## src/rtl/clk_div_pkg.sv

```systemverilog
// clk_div_pkg: shared constants and helpers for the programmable clock divider
`timescale 1ns/1ps
package clk_div_pkg;
   typedef logic [31:0] div_word_t;
   localparam div_word_t DIV_MIN = 32'd2;
   function automatic logic [32:0] half_hi(input div_word_t n);
      return ({1'b0, n} + 33'd1) >> 1;
   endfunction
   function automatic div_word_t clamp_div(input div_word_t n);
      return (n < DIV_MIN) ? DIV_MIN : n;
   endfunction
endpackage

```

## src/rtl/clk_div_negreg.sv

```systemverilog
// clk_div_negreg: negedge retiming flop for the odd-divisor half-cycle phase
`timescale 1ns/1ps
module clk_div_negreg (
   input  logic i_clk,
   input  logic i_rst,
   input  logic i_d,
   output logic o_q
);
   always_ff @(negedge i_clk) o_q <= i_rst ? 1'b0 : i_d;
endmodule

```

## src/rtl/clk_div_gen.sv

```systemverilog
// clk_div_gen: runtime-programmable 50% duty integer clock divider with period tick
`timescale 1ns/1ps
module clk_div_gen
   import clk_div_pkg::*;
#(
   parameter int CNT_W   = 16,
   parameter int DEF_DIV = 2
) (
   input  logic             i_clk,
   input  logic             i_rst,
   input  logic             i_en,
   input  logic [CNT_W-1:0] i_div,
   input  logic             i_div_load,
   output logic             o_clk,
   output logic             o_tick,
   output logic [CNT_W-1:0] o_div
);
   localparam logic [CNT_W-1:0] DEF = CNT_W'(DEF_DIV);
   localparam logic [CNT_W-1:0] ONE = CNT_W'(1);
   logic [CNT_W-1:0] r_pend, r_div, r_cnt, cnt_nx, n_eff, n_cl;
   logic [CNT_W:0]   h;
   logic             r_clk_p, r_clk_n, r_odd, r_tick, wrap;
   // phase is computed from the divisor that will govern the next count
   always_comb begin
      wrap   = r_cnt == r_div - ONE;
      cnt_nx = wrap ? '0 : r_cnt + ONE;
      n_eff  = wrap ? r_pend : r_div;
      h      = (CNT_W+1)'(half_hi(32'(n_eff)));
      n_cl   = CNT_W'(clamp_div(32'(i_div)));
   end
   always_ff @(posedge i_clk) begin
      if (i_rst) begin
         r_pend  <= DEF;
         r_div   <= DEF;
         r_odd   <= DEF[0];
         r_cnt   <= DEF - ONE;
         r_clk_p <= 1'b0;
         r_tick  <= 1'b0;
      end else begin
         if (i_div_load) r_pend <= n_cl;
         if (!i_en) begin
            r_div   <= r_pend;
            r_odd   <= r_pend[0];
            r_cnt   <= r_pend - ONE;
            r_clk_p <= 1'b0;
            r_tick  <= 1'b0;
         end else begin
            if (wrap) begin
               r_div <= r_pend;
               r_odd <= r_pend[0];
            end
            r_cnt   <= cnt_nx;
            r_clk_p <= {1'b0, cnt_nx} < h;
            r_tick  <= cnt_nx == '0;
         end
      end
   end
   clk_div_negreg u_negreg (
      .i_clk (i_clk),
      .i_rst (i_rst),
      .i_d   (r_clk_p),
      .o_q   (r_clk_n)
   );
   assign o_clk  = r_odd ? (r_clk_p & r_clk_n) : r_clk_p;
   assign o_tick = r_tick;
   assign o_div  = r_div;
endmodule

```

## config.mk

```make
export PLATFORM = sky130hd
export DESIGN_NAME = clk_div_gen
export DESIGN_NICKNAME = d
export VERILOG_FILES = /design/src/rtl/clk_div_pkg.sv /design/src/rtl/clk_div_negreg.sv /design/src/rtl/clk_div_gen.sv
export SDC_FILE = /design/constraint.sdc
export NUM_CORES = 1
export LEC_CHECK = 0
export CAP_MARGIN = 20
export CORE_MARGIN = 5
export CORE_UTILIZATION = 53
export CTS_CLUSTER_DIAMETER = 150
export CTS_CLUSTER_SIZE = 25
export DETAILED_ROUTE_END_ITERATION = 8
export PLACE_DENSITY = 0.86
export REMOVE_ABC_BUFFERS = 1
export SYNTH_ARGS = -nofsm -noshare
export SYNTH_HDL_FRONTEND = slang
export SYNTH_SLANG_ARGS = --single-unit
```

## constraint.sdc

```tcl
create_clock -name i_clk -period 4.21 [get_ports i_clk]
set_input_delay 0.6315 -clock i_clk [delete_from_list [all_inputs] [get_ports i_clk]]
set_output_delay 0.6315 -clock i_clk [all_outputs]
set_load 0.01 [all_outputs]
```

==> summary.txt, run 1 <==
Clock tree
  – CTS tree: done
  – H-tree depth: 2
  – Max Root-Sink Buffers: 2
  – Cts hold-fix bufs: 0
  – Clk Latency, worst-skew pair: 360 ps
  – Sink Count: 52
  – Clk slew on worst S/H paths: 110 ps
  – CTS Buf Count: 5
  – Root Buffer: clkbuf_8

Timing
  – Final slew viol count: 0
  – Clk_skew: 53.6 ps
  – RSZ-0062 raised after global routing: yes
  – Final hold slack: 488 ps
  – Tightest Pin Transition: 847 ps
  – Final worst slack: -138 ps
  – Max frequency: 230 MHz
  – Relative slew slack: 0.434
  – Final period util: 1.03
  – Tmin final: 4350 ps
  – Fin. Hold Viols: 0
  – Final setup viols: 1

Floorplanning
  – Io pins: 38
  – Die Wd: 99.3 um
  – Core area: 7770 sq um
  – Die footprint: 9860 sq um
  – Standard-cell rows: 32
  – Initial core utilization: 0.544
  – Chip height: 99.3 um

Placement
  – Worst slack, placed: -337 ps
  – Buffers on Ports: 37
  – DP Area: 4790 sq um
  – GP Congestion: 0.929
  – DP HPWL: 9260 um

Logic synthesis
  – Yosys reg bits: 52
  – Warnings from Yosys: 0
  – Sequential share of the synthesized area: 0.246
  – Synth unique cells: 50
  – Mean post-synth cell area: 7.31 sq um
  – Mapped Area: 4230 sq um
  – Cell count after synthesis: 578

Route
  – Via Count: 4397
  – Pre-Repair DR Iteration Count: 5
  – Drt via density: 6.18
  – 1st-iter DRT viols: 570
  – Final ANT Viol Nets: 0
  – Final wirelength: 12700 um
  – Post-route DRC: 0
  – Wire per inst: 17.9 um

Power and ir drop
  – Clock group share of total power: 0.237
  – P_int: 0.837 mW
  – Switch share: 0.354
  – LEAKAGE: 2.14 nW
  – Psw: 0.459 mW
  – Comb pwr share: 0.329
  – Worst vdd ir: 0.000224 V
  – Power Dens Cells: 257 nW/um^2
  – Part of the power in registers: 0.434
  – Power, Total: 1.30 mW

Global route
  – Initial antenna violation count: 0
  – Total GRT Usage: 0.252
  – Global route total overflow: 0
  – Vias in the first global route: 4208
  – First-pass GRT wire length: 20400 um
  – Largest net degree at the start of global routing: 52

Cells and area
  – # nets final: 648
  – Fillers: 643
  – Diodes inserted: 0
  – Multi-input gate area: 2990 sq um
  – Share of layout cells above drive strength 1: 0.123
  – FF+latch area: 1040 sq um
  – Area Overhead vs Synth: 19.4%
  – Final instance area: 5050 sq um
  – Final core occ: 0.650

Setup path
  – CP startpoint kind: flop
  – Class of the most critical setup path: reg2reg
  – R2r startpoint: o_div[3]$_SDFF_PP0_
  – Worst endpoint required time: 4460 ps
  – R2R Setup Slk: -140 ps
  – CP Capture Type: flop
  – Critical Path Start: o_div[3]$_SDFF_PP0_
  – CP arrival: 4600 ps
  – Worst r2r path cells: 20
  – Crit path max fanout: 6

Status
  – Violated checks: setup timing
  – Outcome: finished, violations left

Flow run
  – Max cap viols: 0

Min path
  – Min-delay src: r_odd$_SDFFE_PP0P_
  – Hold path cells: 2
  – HP Class: reg2reg
-- power by group through the flow --
stage	clock, mW	sequential, mW	combinational (mW)
after detailed placement	0.00297	0.572	0.374
final	0.308	0.562	0.426
after global routing	0.328	0.567	0.458
after floorplan	0.00297	0.570	0.216
after global placement	0.00297	0.569	0.362
after CTS	0.311	0.560	0.395
-- layer usage --
metal  up-vias  GRT usage  share of wire
met2       246      0.432           0.49
li1       2063          -              -
met4         0     0.0903          0.033
met5         -          0              0
met3        39     0.0344          0.075
met1      2049      0.324           0.41
-- cells in the final DEF (no fill, tap or decap), drive strengths merged, types with 3 or more instances in the layout --
| master | Yosys | layout |
|---|---|---|
| nor3b | 5 | 5 |
| a21o | 4 | 4 |
| xor2 | 33 | 33 |
| nand2b | 3 | 3 |
| nor2 | 56 | 56 |
| nand3b | 3 | 3 |
| nor2b | 3 | 3 |
| nor3 | 19 | 19 |
| a211oi | 6 | 6 |
| and2 | 12 | 12 |
| a21boi | 3 | 3 |
| or3 | 3 | 3 |
| nand3 | 22 | 22 |
| dfxtp | 52 | 52 |
| a21oi | 12 | 12 |
| nand2 | 58 | 58 |
| mux2i | 20 | 20 |
| o21ai | 35 | 35 |
| buf | 11 | 40 |
| clkbuf | 42 | 5 |
| nor4 | 14 | 14 |
| clkdlybuf4s50 | 0 | 36 |
| a31oi | 13 | 13 |
| ha | 19 | 19 |
| o211ai | 3 | 3 |
| xnor2 | 40 | 40 |
| nand4 | 28 | 28 |
| or4 | 6 | 6 |
| and3 | 9 | 9 |
| inv | 27 | 28 |
-- flip-flops by register name (all words and copies together), names as in the netlist --
| name | count |
|---|---|
| u_negreg.o_q | 1 |
| r_clk_p | 1 |
| o_div | 16 |
| r_cnt | 16 |
| o_tick | 1 |
| r_pend | 16 |
| r_odd | 1 |
-- what timing repair did --
item / CTS / global route
buffers inserted: 4 / 0
setup endpoints to repair: 1 / 2
resized for setup: 21 / 18
pin swaps: 17 / 16
-- cell families (layout without fill, tap and decap cells) --
family,count (synthesis),in the layout,synth area share
AOI/OAI and AO/OA,86,86,0.125
xor gates and xnor gates,73,73,0.151
adders and majority gates,19,19,0.0562
buffers and inverters,81,113,0.0766
DFF,52,52,0.246
muxes,21,21,0.0509
and+or+nand+nor,246,246,0.294
-- cells in the mapped netlist (all sizes together) --
cell type	count	area share
o2111ai	2	0.0056
nand2b	3	0.0044
xnor2	40	0.083
nor4b	1	0.0021
o31ai	2	0.0036
and2	12	0.018
nand2	58	0.051
a21oi	12	0.015
or3	3	0.0044
buf	11	0.015
clkbuf	42	0.037
or3b	1	0.0021
nor2b	3	0.0044
and3	9	0.013
a311o	1	0.0024
nand4b	1	0.0021
or4	6	0.012
dfxtp	52	0.25
inv	27	0.024
ha	19	0.056
o21ai	35	0.041
nor3	19	0.022
mux2i	20	0.047
o22ai	1	0.0015
a211oi	6	0.011
nor4	14	0.021
a2111oi	1	0.0021
a41oi	1	0.0021
o211ai	3	0.0053
nor3b	5	0.0089
nor2	56	0.050
xor2	33	0.068
nor4bb	1	0.0024
a31oi	13	0.019
a21o	4	0.0071
nand4	28	0.041
o21a	1	0.0018
a211o	1	0.0021
nand3b	3	0.0053
mux2	1	0.0036
and4	1	0.0021
clkinv	1	0.00089
a21boi	3	0.0053
nand3	22	0.026
-- worst max-delay path, stage by stage, from the launching register on --
cell	delay, ps
dfxtp_2	340
or4_4	530
or4_4	450
mux2_4	330
a21oi_4	160
o2111ai_4	210
o21ai_2	240
ha_4	180
and2_4	170
nand2_2	50
xor2_1	160
nand2_1	60
o21ai_1	60
ha_1	320
a21o_1	180
a21o_1	170
a211oi_2	210
o21ai_1	80
o211ai_1	110
nand4_1	140
a21oi_2	120
-- final cells by class --
class                   count  area share
clock buffers               5      0.0136
clock inverters             4     0.00620
inverters                  27      0.0201
multi-input cells         445       0.593
flip-flops and latches     52       0.207
well taps                 102      0.0253
repair buffers             77       0.135
-- path summary, 6_finish.rpt --
check                       endpoint
hold reg to reg   r_odd$_SDFFE_PP0P_
setup / recovery  r_clk_p$_SDFF_PP0_
hold / removal    r_odd$_SDFFE_PP0P_
setup reg to reg  r_clk_p$_SDFF_PP0_
-- metrics by stage --
| stage | cells | setup TNS [ps] |
|---|---|---|
| 2_1_floorplan | 525 | -1390 |
| 3_3_place_gp | 700 | -76.1 |
| 3_5_place_dp | 700 | -337 |
| 4_1_cts | 712 | -97.6 |
| 5_1_grt | 712 | -289 |
| 6_report | 712 | -138 |
Note: power is estimated with default switching activity, not from simulation.
==> run 2: changes to the inputs <==
Settings changed: ABC_AREA set to 1.
==> run 2 against run 1 <==
  * The run now ends clean
  * Total power down 2.7%
  * Sequential power increased by 2%
  * Synthesized cell count rose by 18%
  * Clock skew is 6.2 ps higher
==> summary.txt, run 2 <==
Status
  – Outcome: finished, final reports clean (was finished, violations left)

Cells and area
  – Share of layout cells above drive strength 1: 0.0709 (was 0.123)
  – Commonest non-fill, non-tap cell in the layout: nand2_1 (unchanged)
  – # nets final: 757 (was 648)
  – Most frequent cells in the layout: nand2_1, inv_1, nor2_1, dfxtp_1, nand3_1 (was nand2_1, nor2_1, dfxtp_1, xnor2_1, buf_4)
  – Diodes inserted: 0 (unchanged)
  – Area Overhead vs Synth: 13.0% (was 19.4%)
  – Final core occ: 0.613 (was 0.650)

Logic synthesis
  – Warnings from Yosys: 0 (unchanged)
  – Ys async rst share: 0 (unchanged)
  – Cell count after synthesis: 683 (was 578)
  – Area leader, netlist: dfxtp_1 (unchanged)
  – Mapped Area: 4190 sq um (was 4230 sq um)
  – Mean post-synth cell area: 6.14 sq um (was 7.31 sq um)
  – Post-synth EDFFs: 0 (unchanged)
  – Yosys reg bits: 52 (unchanged)
  – Post-synth top area share: 0.248 (was 0.246)
  – Ys flop type: dfxtp_1 (unchanged)
  – Top cells by area, synth: dfxtp_1, nand2_1, inv_1 (was dfxtp_1, xnor2_1, xor2_1)
  – Synth unique cells: 36 (was 50)
  – Top post-synthesis cells by count: nand2_1, inv_1, nor2_1 (was nand2_1, nor2_1, dfxtp_1)
  – Sequential share of the synthesized area: 0.248 (was 0.246)
  – Most common cell in the netlist: nand2_1 (unchanged)

Timing
  – Fin. Hold Viols: 0 (unchanged)
  – Clk_skew: 59.9 ps (was 53.6 ps)
  – Final setup TNS: 0 ps (was -138 ps)
  – RSZ-0062 raised after global routing: no (was yes)
  – Relative slew slack: 0.465 (was 0.434)
  – Final worst slack: 135 ps (was -138 ps)
  – Final slew viol count: 0 (unchanged)
  – Final setup viols: 0 (was 1)
  – Tightest Pin Transition: 801 ps (was 847 ps)
  – Final hold slack: 484 ps (was 488 ps)

Global route
  – Global route total overflow: 0 (unchanged)
  – Largest net degree at the start of global routing: 29 (was 52)
  – Initial antenna violation count: 0 (unchanged)
  – Total GRT Usage: 0.245 (was 0.252)
  – First-pass GRT wire length: 19600 um (was 20400 um)
  – Vias in the first global route: 4161 (was 4208)

Flow run
  – Max cap viols: 0 (unchanged)

Clock tree
  – Sink Count: 52 (unchanged)
  – Root Buffer: clkbuf_8 (unchanged)
  – Clk slew on worst S/H paths: 90 ps (was 110 ps)
  – Clk Latency, worst-skew pair: 360 ps (about the same)
  – Max Root-Sink Buffers: 2 (unchanged)
  – CTS tree: done (unchanged)
  – Cts hold-fix bufs: 0 (unchanged)
  – CTS Buf Count: 5 (unchanged)
  – H-tree depth: 2 (unchanged)

Floorplanning
  – Die footprint: 9790 sq um (was 9860 sq um)
  – Core area: 7730 sq um (was 7770 sq um)
  – Io pins: 38 (unchanged)
  – Die Wd: 98.9 um (was 99.3 um)
  – Initial core utilization: 0.543 (was 0.544)
  – Chip height: 98.9 um (was 99.3 um)
  – Standard-cell rows: 32 (unchanged)

Setup path
  – Most frequent CP cell: nor2_1
  – CP startpoint kind: flop (unchanged)
  – Worst Path Buf+Inv: 1 (was 0)
  – CP cell instances: nor2_1, nor2_1, clkdlybuf4s50_1 (was or4_4, or4_4, mux2_4, a21oi_4, o2111ai_4, o21ai_2, ha_4, and2_4, nand2_2, xor2_1, nand2_1, o21ai_1, ha_1, a21o_1, a21o_1, a211oi_2, o21ai_1, o211ai_1, nand4_1, a21oi_2)
  – Crit path max fanout: 1 (was 6)
  – Crit path max-delay family: buffers and inverters (was compound AO/OA/AOI/OAI gates)
  – Crit path max-delay cell type: clkdlybuf4s50_1 (was or4_4)
  – CP arrival: 3440 ps (was 4600 ps)
  – Class of the most critical setup path: reg2out (was reg2reg)
  – Max stage delay on crit path: 550 ps (was 530 ps)
  – Worst endpoint required time: 3580 ps (was 4460 ps)
  – CP Capture Type: primary output (was flop)

Route
  – Via Count: 4479 (was 4397)
  – Wire per inst: 14.7 um (was 17.9 um)
  – Final wirelength: 12100 um (was 12700 um)
  – 1st-iter DRT viols: 421 (was 570)
  – Post-route DRC: 0 (unchanged)
  – Pre-Repair DR Iteration Count: 6 (was 5)
  – Final ANT Viol Nets: 0 (unchanged)
  – Drt via density: 5.46 (was 6.18)

Power and ir drop
  – Worst vdd ir: 0.000129 V (was 0.000224 V)
  – Power, Total: 1.26 mW (was 1.30 mW)
  – Power Dens Cells: 266 nW/um^2 (was 257 nW/um^2)
  – LEAKAGE: 2.31 nW (was 2.14 nW)

Placement
  – Buffers on Ports: 37 (unchanged)
  – Worst slack, placed: 360 ps (was -337 ps)
  – DP HPWL: 9990 um (was 9260 um)
  – GP Congestion: 0.980 (was 0.929)

Min path
  – HP Class: reg2reg (unchanged)
run 2: cell types whose count changed after synthesis, sizes merged, moves of 12 or more:
cell / delta
a21oi: +18
a31oi: -12
clkbuf: -35
inv: +86
mux2i: -20
nand2: +111
nand3: +27
nand4: -13
nor2: +41
o21ai: +19
xnor2: -27
xor2: -14
run 2: per-stage QoR:
stage | area (sq um) | instances
after floorplan | 4120 | 670
after global placement | 4640 | 812
after detailed placement | 4640 | 812
after CTS | 4730 | 820
after global routing | 4740 | 821
final | 4740 | 821
run 2: cell type report:
class | instances | area [sq um]
inverters | 113 | 424
repair buffers | 41 | 400
well taps | 102 | 128
multi-input cells | 504 | 2650
clock buffers | 6 | 72.6
clock inverters | 3 | 20.0
fillers | 717 | 2990
flip-flops and latches | 52 | 1040
run 2: report_power, final:
part | internal, mW | switching (mW)
Sequential | 0.525 | 0.0456
Clock | 0.120 | 0.174
Combinational | 0.154 | 0.243
Total | 0.799 | 0.463
run 2: what timing repair did:
item / in CTS / in global routing
setup endpoints to repair: 0 / 1
buffers inserted: 0 / 1
gates resized for setup: 0 / 1
run 2: metal layers:
layer  vias to the layer above  routed length [um]  global-route usage  share of wire
li1                       2257                   -                   -              -
met1                      2020                5200               0.318           0.43
met2                       170                5700               0.418           0.47
met3                        32                 814              0.0283          0.067
met4                         0                 366              0.0861          0.030
met5                         -                   0                   0              0
run 2: cells by family after synthesis:
logic type | after synthesis | share of synthesized area
flip-flops | 52 | 0.248
buffers and inverters | 127 | 0.120
XOR/XNOR | 32 | 0.0668
AO/OA/AOI/OAI | 104 | 0.139
AND/OR/NAND/NOR | 349 | 0.369
adder cells (fa/ha/maj) | 19 | 0.0567
run 2: path summary, 6_finish.rpt:
kind / slack (ps) / start / cells after the start / endpoint
worst max-delay path: 140 / u_negreg.o_q$_SDFF_NP0_ / 3 / o_clk
worst min-delay path: 480 / r_odd$_SDFFE_PP0P_ / 2 / r_odd$_SDFFE_PP0P_
worst max register to register: 300 / o_div[0]$_SDFF_PP0_ / 21 / r_clk_p$_SDFF_PP0_
worst min register to register: 480 / r_odd$_SDFFE_PP0P_ / 2 / r_odd$_SDFFE_PP0P_
run 2: worst min-delay path: stages, from the launching register on:
cell     delay [ps]
dfxtp_1         310
inv_1            70
o31ai_1          70
==> run 3: changes to the inputs <==
Settings changed: SYNTH_HIERARCHICAL set to 1.
==> run 3 against run 2 <==
  * Critical endpoint unchanged
  * Clock skew shrank 12 ps
  * Count of clock-buffer cells in the layout grew 2
  * Clock power grew 26%
  * Die area grew 4.6%
  * Worst hold slack is essentially flat
  * Cell count grew 6.0%
  * Total power grew 13%
  * Synthesized cell count grew 5.7%
  * Global-route usage grew 2.2 points
  * Critical path depth shrank 1
  * Non-clock buffer count grew 4
  * Register-to-register slack gained 90 ps
==> summary.txt, run 3 <==
Global route
  – Global route total overflow: 0 (unchanged)
  – Total GRT Usage: 0.267 (was 0.245)
  – Initial antenna violation count: 0 (unchanged)
  – Vias in the first global route: 4610 (was 4161)
  – First-pass GRT wire length: 21600 um (was 19600 um)
  – Largest net degree at the start of global routing: 26 (was 29)

Power and ir drop
  – Power, Total: 1.42 mW (was 1.26 mW)
  – LEAKAGE: 2.42 nW (was 2.31 nW)
  – Psw: 0.530 mW (was 0.463 mW)
  – Switch share: 0.373 (was 0.367)
  – Part of the power in registers: 0.407 (was 0.452)
  – Clock group share of total power: 0.260 (was 0.233)
  – Power Dens Cells: 282 nW/um^2 (was 266 nW/um^2)
  – Comb pwr share: 0.333 (was 0.315)
  – Worst vdd ir: 0.000257 V (was 0.000129 V)
  – P_int: 0.890 mW (was 0.799 mW)

Logic synthesis
  – Yosys reg bits: 52 (unchanged)
  – Xor-xnor portion of the synthesized cell area: 0.0497 (was 0.0668)
  – Post-synthesis mux area share: 0 (unchanged)
  – Post-synth top area share: 0.236 (was 0.248)
  – Sequential share of the synthesized area: 0.236 (was 0.248)
  – Mapped Area: 4410 sq um (was 4190 sq um)
  – Top cells by area, synth: dfxtp_1, nand2_1, inv_1 (unchanged)
  – Ys flop type: dfxtp_1 (unchanged)
  – Synth Area in Simple Gates: 0.419 (was 0.369)
  – Synth unique cells: 45 (was 36)
  – Mean post-synth cell area: 6.11 sq um (was 6.14 sq um)
  – Post-Synth Adder-Cell Area: 0.0539 (was 0.0567)
  – Post-synth EDFFs: 0 (unchanged)
  – Area leader, netlist: dfxtp_1 (unchanged)
  – Most common cell in the netlist: nand2_1 (unchanged)
  – Main combinational cell family by area after synthesis: simple AND/OR/NAND/NOR gates (unchanged)
  – Warnings from Yosys: 6 (was 0)
  – Ys async rst share: 0 (unchanged)
  – Top post-synthesis cells by count: nand2_1, inv_1, nor2_1 (unchanged)
  – Cell count after synthesis: 722 (was 683)
  – Complex-gate fraction of the synthesized area: 0.134 (was 0.139)

Floorplanning
  – Standard-cell rows: 33 (was 32)
  – Core area: 8180 sq um (was 7730 sq um)
  – Chip height: 101 um (was 98.9 um)
  – Die footprint: 10200 sq um (was 9790 sq um)
  – Io pins: 38 (unchanged)
  – Initial core utilization: 0.539 (was 0.543)
  – Die Wd: 101 um (was 98.9 um)

Flow run
  – Max cap viols: 0 (unchanged)

Route
  – 1st-iter DRT viols: 344 (was 421)
  – Pre-Repair DR Iteration Count: 6 (unchanged)
  – Final wirelength: 13300 um (was 12100 um)
  – Via Count: 4839 (was 4479)
  – Final ANT Viol Nets: 0 (unchanged)
  – Post-route DRC: 0 (unchanged)
  – Wire per inst: 15.3 um (was 14.7 um)
  – Drt via density: 5.56 (was 5.46)

Timing
  – Relative slew slack: 0.594 (was 0.465)
  – Final slew viol count: 0 (unchanged)
  – Final setup viols: 0 (unchanged)
  – Clk_skew: 48.3 ps (was 59.9 ps)
  – Final worst slack: 168 ps (was 135 ps)
  – Fin. Hold Viols: 0 (unchanged)
  – Tightest Pin Transition: 608 ps (was 801 ps)

Setup path
  – CP startpoint kind: flop (unchanged)
  – Worst endpoint required time: 3580 ps (about the same)
  – Crit path max fanout: 1 (unchanged)
  – CP arrival: 3410 ps (was 3440 ps)
  – Worst r2r path cells: 26 (was 21)
  – CP cell instances: o21a_1, clkdlybuf4s50_1 (was nor2_1, nor2_1, clkdlybuf4s50_1)
  – R2R Setup Slk: 390 ps (was 300 ps)
  – Class of the most critical setup path: reg2out (unchanged)
  – R2r startpoint: o_div[0]$_SDFF_PP0_ (unchanged)
  – CP Capture Type: primary output (unchanged)
  – Critical Path Start: u_negreg/o_q$_SDFF_NP0_ (was u_negreg.o_q$_SDFF_NP0_)
  – Max stage delay on crit path: 530 ps (was 550 ps)
  – Worst R2R End: r_clk_p$_SDFF_PP0_ (unchanged)
  – Crit path max-delay cell type: clkdlybuf4s50_1 (unchanged)
  – Critical Path End: o_clk (unchanged)

Clock tree
  – Clk Latency, worst-skew pair: 360 ps (about the same)
  – H-tree depth: 2 (unchanged)
  – Post_cts resized: 0 (unchanged)
  – Root Buffer: clkbuf_8 (unchanged)
  – Clk slew on worst S/H paths: 90 ps (about the same)
  – Max Root-Sink Buffers: 2 (unchanged)
  – CTS tree: done (unchanged)
  – Sink Count: 52 (unchanged)
  – Setup bufs post-CTS: 0 (unchanged)
  – Cts hold-fix bufs: 0 (unchanged)
  – CTS Buf Count: 5 (unchanged)

Cells and area
  – # nets final: 803 (was 757)
  – Most frequent cells in the layout: nand2_1, inv_1, nor2_1, dfxtp_1, nand3_1 (unchanged)
  – Area Overhead vs Synth: 14.2% (was 13.0%)
  – Final Non-Filler Cells: 870 (was 821)
  – Final core occ: 0.616 (was 0.613)
  – Share of layout cells above drive strength 1: 0.0876 (was 0.0709)
  – Commonest non-fill, non-tap cell in the layout: nand2_1 (unchanged)
  – Diodes inserted: 0 (unchanged)

Placement
  – Buffers on Ports: 37 (unchanged)
  – Worst slack, placed: 423 ps (was 360 ps)
  – DP HPWL: 10900 um (was 9990 um)
  – GP Congestion: 0.977 (was 0.980)
  – Cells after DPL: 858 (was 812)

Status
  – Outcome: finished, final reports clean (unchanged)

Min path
  – HP Class: reg2reg (unchanged)
## run 3: how the worst min path moves through the flow
stage	from	endpoint	slack, ps	cells past startpoint
2_1_floorplan	r_odd$_SDFFE_PP0P_	r_odd$_SDFFE_PP0P_	450	2
3_3_place_gp	r_odd$_SDFFE_PP0P_	r_odd$_SDFFE_PP0P_	480	2
3_5_place_dp	r_odd$_SDFFE_PP0P_	r_odd$_SDFFE_PP0P_	470	2
4_1_cts	r_odd$_SDFFE_PP0P_	r_odd$_SDFFE_PP0P_	490	2
5_1_grt	r_odd$_SDFFE_PP0P_	r_odd$_SDFFE_PP0P_	520	2
6_report	r_odd$_SDFFE_PP0P_	r_odd$_SDFFE_PP0P_	480	2
## run 3: layer usage
layer	part of all wire	up-vias	GRT usage
li1	-	2411	-
met5	0	-	0
met4	0.039	0	0.117
met2	0.47	201	0.458
met1	0.42	2188	0.332
met3	0.073	39	0.0413
## run 3: final cells by class
cell class	instances	area [sq um]
repair buffers	45	430
clock inverters	1	3.75
well taps	105	131
clock buffers	8	123
flip-flops and latches	52	1040
fillers	774	3140
multi-input cells	549	2900
inverters	110	413
## run 3: cell families after synthesis
kind of cell,after synthesis
simple gates,404
buf+inv,121
compound gates,101
flops,52
xor+xnor,25
fa+ha+maj,19
## run 3: worst max-delay path, delay by kind of cell, from the launching register on
family | cells | cell delay [ps]
buf+inv | 1 | 530
compound gates | 1 | 120
flops | 1 | 300
## run 3: power by group through the flow
stage	Sequential (mW)	Combinational, mW	Clock (mW)
6_report	0.578	0.472	0.370
5_1_grt	0.583	0.531	0.396
4_1_cts	0.576	0.466	0.370
3_5_place_dp	0.587	0.464	0.00297
3_3_place_gp	0.586	0.451	0.00297
2_1_floorplan	0.574	0.322	0.00297
## run 3: metrics by stage
| step | area [sq um] | TNS (ps) | hold slack [ps] |
|---|---|---|---|
| floorplan | 4350 | 0 | 446 |
| global placement | 4880 | 0 | 476 |
| detailed placement | 4880 | 0 | 467 |
| CTS | 5010 | 0 | 486 |
| global route | 5040 | -4.55 | 515 |
| finish | 5040 | 0 | 484 |
